**src/rtl/mul_iter_unit.sv**
```systemverilog
// ============================================================================
// Module   : mul_iter_unit (with helper cores vedic_mul_2x2, vedic_mul_4x4)
// Purpose  : Iterative RV32M multiplier for the EX stage. It handles MUL,
//            MULH, MULHSU and MULHU. Each CALC cycle, the |rs1| magnitude is
//            multiplied by one 4-bit nibble of |rs2|. This uses eight 4x4
//            vedic cores, and the shifted partial product is added into a
//            64-bit accumulator. A final SIGN cycle applies the result sign.
//            A DONE cycle then strobes the selected half with its rd tag.
// Ports    : clk_i    - clock, rising edge
//            rst_i    - asynchronous active-high reset
//            start_i  - multiply request, sampled only in IDLE
//            op_i     - 00 MUL, 01 MULH, 10 MULHSU, 11 MULHU
//            rs1_i    - multiplicand
//            rs2_i    - multiplier
//            rd_i     - destination tag
//            flush_i  - abort the operation in flight
//            busy_o   - high whenever not IDLE
//            valid_o  - one-cycle result strobe
//            result_o - selected product half
//            rd_o     - tag of the result on result_o
// Revision : 1.0 - initial release
// ============================================================================
`default_nettype none

// 2x2 vedic (urdhva) multiplier.
module vedic_mul_2x2 (
  input  logic [1:0] a_i,
  input  logic [1:0] b_i,
  output logic [3:0] p_o
);
  logic t0, t1, c1, hh;
  assign t0 = a_i[1] & b_i[0];
  assign t1 = a_i[0] & b_i[1];
  assign c1 = t0 & t1;
  assign hh = a_i[1] & b_i[1];
  assign p_o = {hh & c1, hh ^ c1, t0 ^ t1, a_i[0] & b_i[0]};
endmodule

// 4x4 vedic multiplier built from four 2x2 cores.
module vedic_mul_4x4 (
  input  logic [3:0] a_i,
  input  logic [3:0] b_i,
  output logic [7:0] p_o
);
  logic [3:0] ll, lh, hl, hh;
  logic [4:0] mid;

  vedic_mul_2x2 u_ll (.a_i(a_i[1:0]), .b_i(b_i[1:0]), .p_o(ll));
  vedic_mul_2x2 u_lh (.a_i(a_i[1:0]), .b_i(b_i[3:2]), .p_o(lh));
  vedic_mul_2x2 u_hl (.a_i(a_i[3:2]), .b_i(b_i[1:0]), .p_o(hl));
  vedic_mul_2x2 u_hh (.a_i(a_i[3:2]), .b_i(b_i[3:2]), .p_o(hh));

  assign mid = {1'b0, lh} + {1'b0, hl};
  assign p_o = {4'b0000, ll} + {1'b0, mid, 2'b00} + {hh, 4'b0000};
endmodule

module mul_iter_unit #(
  parameter int XLEN = 32,
  parameter int NIB  = 4
) (
  input  logic        clk_i,
  input  logic        rst_i,
  input  logic        start_i,
  input  logic [1:0]  op_i,
  input  logic [31:0] rs1_i,
  input  logic [31:0] rs2_i,
  input  logic [4:0]  rd_i,
  input  logic        flush_i,
  output logic        busy_o,
  output logic        valid_o,
  output logic [31:0] result_o,
  output logic [4:0]  rd_o
);
  localparam int NNIB = XLEN / NIB;
  localparam int CW   = $clog2(NNIB);
  localparam int PPW  = XLEN + NIB;

  localparam logic [1:0] OP_MUL  = 2'b00;
  localparam logic [1:0] OP_MULH = 2'b01;
  localparam logic [1:0] OP_MULU = 2'b11;

  typedef enum logic [1:0] {
    S_IDLE = 2'd0,
    S_CALC = 2'd1,
    S_SIGN = 2'd2,
    S_DONE = 2'd3
  } state_t;

  state_t              state_q, state_d;
  logic [XLEN-1:0]     a_q, a_d, b_q, b_d;
  logic [2*XLEN-1:0]   acc_q, acc_d;
  logic [CW-1:0]       cnt_q, cnt_d;
  logic                neg_q, neg_d;
  logic [1:0]          op_q, op_d;
  logic [4:0]          tag_q, tag_d;
  logic [XLEN-1:0]     result_q, result_d;
  logic [4:0]          rd_q, rd_d;

  logic [4:0]          bit_base;
  logic [NIB-1:0]      b_nib;
  logic [2*NIB-1:0]    prod [NNIB];
  logic [PPW-1:0]      pp;
  logic [2*XLEN-1:0]   acc_sum, acc_signed;
  logic                s1, s2;
  logic [XLEN-1:0]     rs1_abs, rs2_abs;

  // Bit offset of the current rs2 nibble; also the partial product shift.
  assign bit_base = {cnt_q, 2'b00};
  assign b_nib    = b_q[bit_base +: NIB];

  generate
    for (genvar k = 0; k < NNIB; k++) begin : g_nib
      vedic_mul_4x4 u_vm (
        .a_i (a_q[k*NIB +: NIB]),
        .b_i (b_nib),
        .p_o (prod[k])
      );
    end
  endgenerate

  always_comb begin
    pp = '0;
    for (int k = 0; k < NNIB; k++) begin
      pp = pp + ({{(PPW-2*NIB){1'b0}}, prod[k]} << (NIB*k));
    end
  end

  assign acc_sum    = acc_q + ({{(XLEN-NIB){1'b0}}, pp} << bit_base);
  assign acc_signed = neg_q ? (~acc_q + 64'd1) : acc_q;

  // rs1 is signed except for MULHU; rs2 is signed only for MUL/MULH.
  assign s1      = (op_i != OP_MULU) & rs1_i[XLEN-1];
  assign s2      = ((op_i == OP_MUL) | (op_i == OP_MULH)) & rs2_i[XLEN-1];
  assign rs1_abs = s1 ? (~rs1_i + 32'd1) : rs1_i;
  assign rs2_abs = s2 ? (~rs2_i + 32'd1) : rs2_i;

  always_comb begin
    state_d  = state_q;
    a_d      = a_q;
    b_d      = b_q;
    acc_d    = acc_q;
    cnt_d    = cnt_q;
    neg_d    = neg_q;
    op_d     = op_q;
    tag_d    = tag_q;
    result_d = result_q;
    rd_d     = rd_q;
    case (state_q)
      S_IDLE: begin
        if (start_i && !flush_i) begin
          a_d     = rs1_abs;
          b_d     = rs2_abs;
          neg_d   = s1 ^ s2;
          op_d    = op_i;
          tag_d   = rd_i;
          acc_d   = '0;
          cnt_d   = '0;
          state_d = S_CALC;
        end
      end
      S_CALC: begin
        if (flush_i) begin
          state_d = S_IDLE;
        end else begin
          acc_d = acc_sum;
          cnt_d = cnt_q + 1'b1;
          if (cnt_q == CW'(NNIB-1)) begin
            state_d = S_SIGN;
          end
        end
      end
      S_SIGN: begin
        if (flush_i) begin
          state_d = S_IDLE;
        end else begin
          acc_d    = acc_signed;
          // Output registers load here so result_o is stable during DONE.
          result_d = (op_q == OP_MUL) ? acc_signed[XLEN-1:0]
                                      : acc_signed[2*XLEN-1:XLEN];
          rd_d     = tag_q;
          state_d  = S_DONE;
        end
      end
      default: begin
        state_d = S_IDLE;
      end
    endcase
  end

  always_ff @(posedge clk_i or posedge rst_i) begin
    if (rst_i) begin
      state_q  <= S_IDLE;
      a_q      <= '0;
      b_q      <= '0;
      acc_q    <= '0;
      cnt_q    <= '0;
      neg_q    <= 1'b0;
      op_q     <= '0;
      tag_q    <= '0;
      result_q <= '0;
      rd_q     <= '0;
    end else begin
      state_q  <= state_d;
      a_q      <= a_d;
      b_q      <= b_d;
      acc_q    <= acc_d;
      cnt_q    <= cnt_d;
      neg_q    <= neg_d;
      op_q     <= op_d;
      tag_q    <= tag_d;
      result_q <= result_d;
      rd_q     <= rd_d;
    end
  end

  assign busy_o   = (state_q != S_IDLE);
  // A flush landing on the DONE cycle kills the strobe.
  assign valid_o  = (state_q == S_DONE) & ~flush_i;
  assign result_o = result_q;
  assign rd_o     = rd_q;

endmodule

`default_nettype wire

```
**config.mk**
```make
export PLATFORM = sky130hd
export DESIGN_NAME = mul_iter_unit
export DESIGN_NICKNAME = d
export VERILOG_FILES = /design/src/rtl/mul_iter_unit.sv
export SDC_FILE = /design/constraint.sdc
export NUM_CORES = 1
export LEC_CHECK = 0
export ABC_AREA = 1
export CAP_MARGIN = 10
export CORE_MARGIN = 2
export CORE_UTILIZATION = 55
export CTS_BUF_LIST = sky130_fd_sc_hd__clkbuf_4 sky130_fd_sc_hd__clkbuf_8
export CTS_CLUSTER_DIAMETER = 150
export DETAILED_ROUTE_END_ITERATION = 16
export DONT_BUFFER_PORTS = 1
export PLACE_DENSITY = 0.82
export SETUP_SLACK_MARGIN = 0.1
export SKIP_LAST_GASP = 1
export SYNTH_ARGS = -nofsm -noshare
export SYNTH_HDL_FRONTEND = slang
export SYNTH_SLANG_ARGS = --single-unit
export TNS_END_PERCENT = 20
```
**constraint.sdc**
```tcl
create_clock -name clk_i -period 13.65 [get_ports clk_i]
set_input_delay 2.0475 -clock clk_i [delete_from_list [all_inputs] [get_ports clk_i]]
set_output_delay 2.0475 -clock clk_i [all_outputs]
set_load 0.02 [all_outputs]
```
==> metrics list <==
- The flow ran to the end, and the final reports show no timing, DRC or antenna violations.
- Ranked by instance count, the synthesized netlist is headed by 806 x sky130_fd_sc_hd__nand2_1, 481 x sky130_fd_sc_hd__nor2_1, 373 x sky130_fd_sc_hd__inv_1.
- Area growth, synth to finish: 3.878%
- Of the post-synthesis cell area, the dominant cell type holds 0.1995.
- Synthesis produced a netlist with a net count of 3851.
- Leading cell types by total area after synthesis: sky130_fd_sc_hd__dfrtp_1 20%, sky130_fd_sc_hd__nand2_1 14%, sky130_fd_sc_hd__ha_1 14%
- Across the routed clock network, the largest skew measured is 0.03150 ns.
- Counting every sink on the clock net gives 178.
- Sequential cell area fraction in the yosys report: 0.1995
* Most frequent cell on the critical path: sky130_fd_sc_hd__o21ai_0
- Distinct cell type count after synthesis: 54
- Setup repair after global routing left no endpoint under its margin.
- The via count of the first global-routing pass came to 22040.
- Vertical die dimension: 205.5 µm
* Cell type group with the largest total delay on the critical path: compound AO/OA/AOI/OAI gates
* Crit path DAT: 9.33 ns
* Synth warnings: 0
- Start-to-end type of the worst setup path: reg -> reg
* Largest stage delay, worst path: 0.49 ns
* Clk_lat worst skew: 0.62 ns
- TritonCTS built the clock tree.
- Fin. max-slew vios: 0
- Time the worst path needs with I/O delays and setup: 8.855 ns
- The number of hold buffers added after CTS was 0.
- After the last flow step, the layout net total stands at 3786.
- Maximum operating frequency: 112.9 MHz
* Detailed-route wire length: 76.86 mm
- Post-synthesis instance area: 0.02233 mm²
* Async set or reset register ratio after synthesis: 1.000
* Count of TritonRoute iterations in the first routing pass: 6
* Startpoint type of the worst setup path: flip-flop
* CORE AREA: 0.03991 mm²
- Cell with the most instances after synthesis: sky130_fd_sc_hd__nand2_1
* Top Ports: 114
* Half-perimeter wire length after detailed placement: 61.45 mm
* Total Negative Setup Slacks: 0 ns
- Global routing finished with a remaining overflow of 0.
- Remaining design rule violation count: 0
* Total GRT Usage: 0.3714
- Max-cap violations in this run came to 0.
* Number of I/O port buffers: 0
* Max Buffers Root-to-Sink: 2
* Largest net degree at the start of global routing: 113
- FP Rows: 73
* Cell taking the most area after synthesis: sky130_fd_sc_hd__dfrtp_1
- Dividing the final minimum period by the clock period gives 0.6487.
- The die covers 0.04222 mm².
- TritonCTS Buffers: 17
* Combined buffer and inverter count along the critical path: 3
* Detailed-route wire length per cell: 19.25 µm
- After technology mapping, the gate count stands at 3517.
- H-tree depth: 4
* Antenna violations before repair: 2
- Share of layout cells above drive strength 1: 0.03232
- The routed layout has 23950 vias.
* Worst path required time: 14.12 ns
* Setup Fix Bufs, Post-CTS: 0
* Number of synthesized flops with an enable pin: 0
- Clock-pin slew was measured on the worst setup and hold paths at 0.12 ns.
- In the synthesized netlist the dominant register cell turns out to be sky130_fd_sc_hd__dfrtp_1.
- After detailed routing, the number of vias per cell comes to 6.000.
* Category of the worst setup path capture point: flip-flop
- Along the worst path, the maximum fanout reaches 59.
- The min-delay analysis places its worst path in the category reg -> reg.
- Counting flops and latches in the post-synthesis netlist gives 178.
- Final hold viol count: 0
* Root Buffer Master: sky130_fd_sc_hd__clkbuf_8
- Final antenna-violating net count: 0
- The die is 205.5 µm wide.
- Final GP Congestion: 1.031
- Library cell contributing the largest single delay on the critical path: sky130_fd_sc_hd__clkinv_1
- For the pin with the worst max-slew slack, the measured transition is 0.9851 ns.
- Count of routing violations after the opening detailed-route iteration: 2589
- Mapped Avg Cell Area: 6.348 µm²
- The first global-routing pass estimated 120.4 mm of wire.
- Initial standard-cell utilization of the core: 0.5594
- Setup violators final: 0
- Gates resized during post-CTS repair numbered 0.
- Remaining max-slew budget at the tightest pin: 0.3423
[metal layers]
| layer | wire length [µm] | global-route usage | up-vias |
|---|---|---|---|
| li1 | - | - | 11630 |
| met1 | 32170 | 0.4892 | 10970 |
| met2 | 32860 | 0.5687 | 1155 |
| met3 | 7620 | 0.07982 | 195 |
| met4 | 4198 | 0.1973 | 2 |
| met5 | 8 | 0 | - |
[sequential cells by signal, summed over array words and instances (netlist names)]
register	flops
a_q	32
acc_q	64
b_q	32
cnt_q	3
neg_q	1
op_q	2
rd_o	5
result_o	32
state_q	2
tag_q	5
[kinds of logic (layout without fill, tap and decap cells)]
logic type / count (synthesis) / after routing / synth area share
multiplexers: 3 / 3 / 0.001345
buffers and inverters: 489 / 437 / 0.08282
AO/OA/AOI/OAI: 714 / 714 / 0.1789
adder cells (fa/ha/maj): 259 / 259 / 0.1512
AND/OR/NAND/NOR: 1712 / 1712 / 0.3227
other: 0 / 2 / 0
XOR/XNOR: 162 / 162 / 0.06355
flip-flops: 178 / 178 / 0.1995
[metrics by stage]
stage | worst slack [ns] | hold slack, ns | instance area, µm² | util | cells
after floorplan | 6.772 | 0.4438 | 22330 | - | 3517
after global routing | 4.019 | 0.5096 | 23190 | 0.5810 | 3990
after global placement | 5.177 | 0.4631 | 22770 | 0.5705 | 3958
after detailed placement | 5.017 | 0.4659 | 22770 | 0.5705 | 3958
after CTS | 4.973 | 0.4929 | 23190 | 0.5810 | 3990
final | 4.795 | 0.4875 | 23190 | 0.5811 | 3992
[placed cells by master, fill, tap and decap left out, types with 17 or more instances in the layout]
cell type and instances:
sky130_fd_sc_hd__a21o_1 20, sky130_fd_sc_hd__a21oi_1 222, sky130_fd_sc_hd__buf_4 20, sky130_fd_sc_hd__clkbuf_8 17, sky130_fd_sc_hd__dfrtp_1 174, sky130_fd_sc_hd__fa_1 18, sky130_fd_sc_hd__ha_1 241, sky130_fd_sc_hd__inv_1 371
sky130_fd_sc_hd__nand2_1 806, sky130_fd_sc_hd__nand3_1 255, sky130_fd_sc_hd__nand4_1 44, sky130_fd_sc_hd__nor2_1 481, sky130_fd_sc_hd__nor3_1 40, sky130_fd_sc_hd__nor4_1 24, sky130_fd_sc_hd__o211ai_1 28, sky130_fd_sc_hd__o21ai_0 288
sky130_fd_sc_hd__o21ai_1 40, sky130_fd_sc_hd__o221ai_1 18, sky130_fd_sc_hd__xnor2_1 34, sky130_fd_sc_hd__xor2_1 128
[worst min-delay path, cell delays in order (launching register included)]
cell	delay, ns
sky130_fd_sc_hd__dfrtp_1	0.35
sky130_fd_sc_hd__nand2_1	0.05
sky130_fd_sc_hd__nand2_1	0.05
[worst paths after layout]
path	slack, ns	to	start	cells past startpoint
hold / removal	0.49	rd_o[2]$_DFFE_PP0P_	tag_q[2]$_DFFE_PP0P_	2
setup reg to reg	4.79	acc_q[29]$_DFFE_PP0P_	cnt_q[0]$_DFFE_PP0P_	35
hold reg to reg	0.49	rd_o[2]$_DFFE_PP0P_	tag_q[2]$_DFFE_PP0P_	2
min in group asynchronous	1.44	state_q[0]$_DFFE_PP0P_	rst_i	1
setup / recovery	4.79	acc_q[29]$_DFFE_PP0P_	cnt_q[0]$_DFFE_PP0P_	35
max in group asynchronous	10.74	rd_o[0]$_DFFE_PP0P_	rst_i	2
[final cells by class]
| class | count | area [µm²] |
|---|---|---|
| Antenna cell | 2 | 5.005 |
| Clock buffer | 18 | 241.5 |
| Clock inverter | 14 | 176.4 |
| Fill cell | 3960 | 16720 |
| Inverter | 385 | 1453 |
| Multi-Input combinational cell | 2850 | 16050 |
| Sequential cell | 178 | 4459 |
| Tap cell | 525 | 656.9 |
| Timing Repair Buffer | 20 | 150.1 |
Power is left out: the tool's default activity adds up to more than one toggle a clock period on the data nets, which glitch-free logic cannot reach.
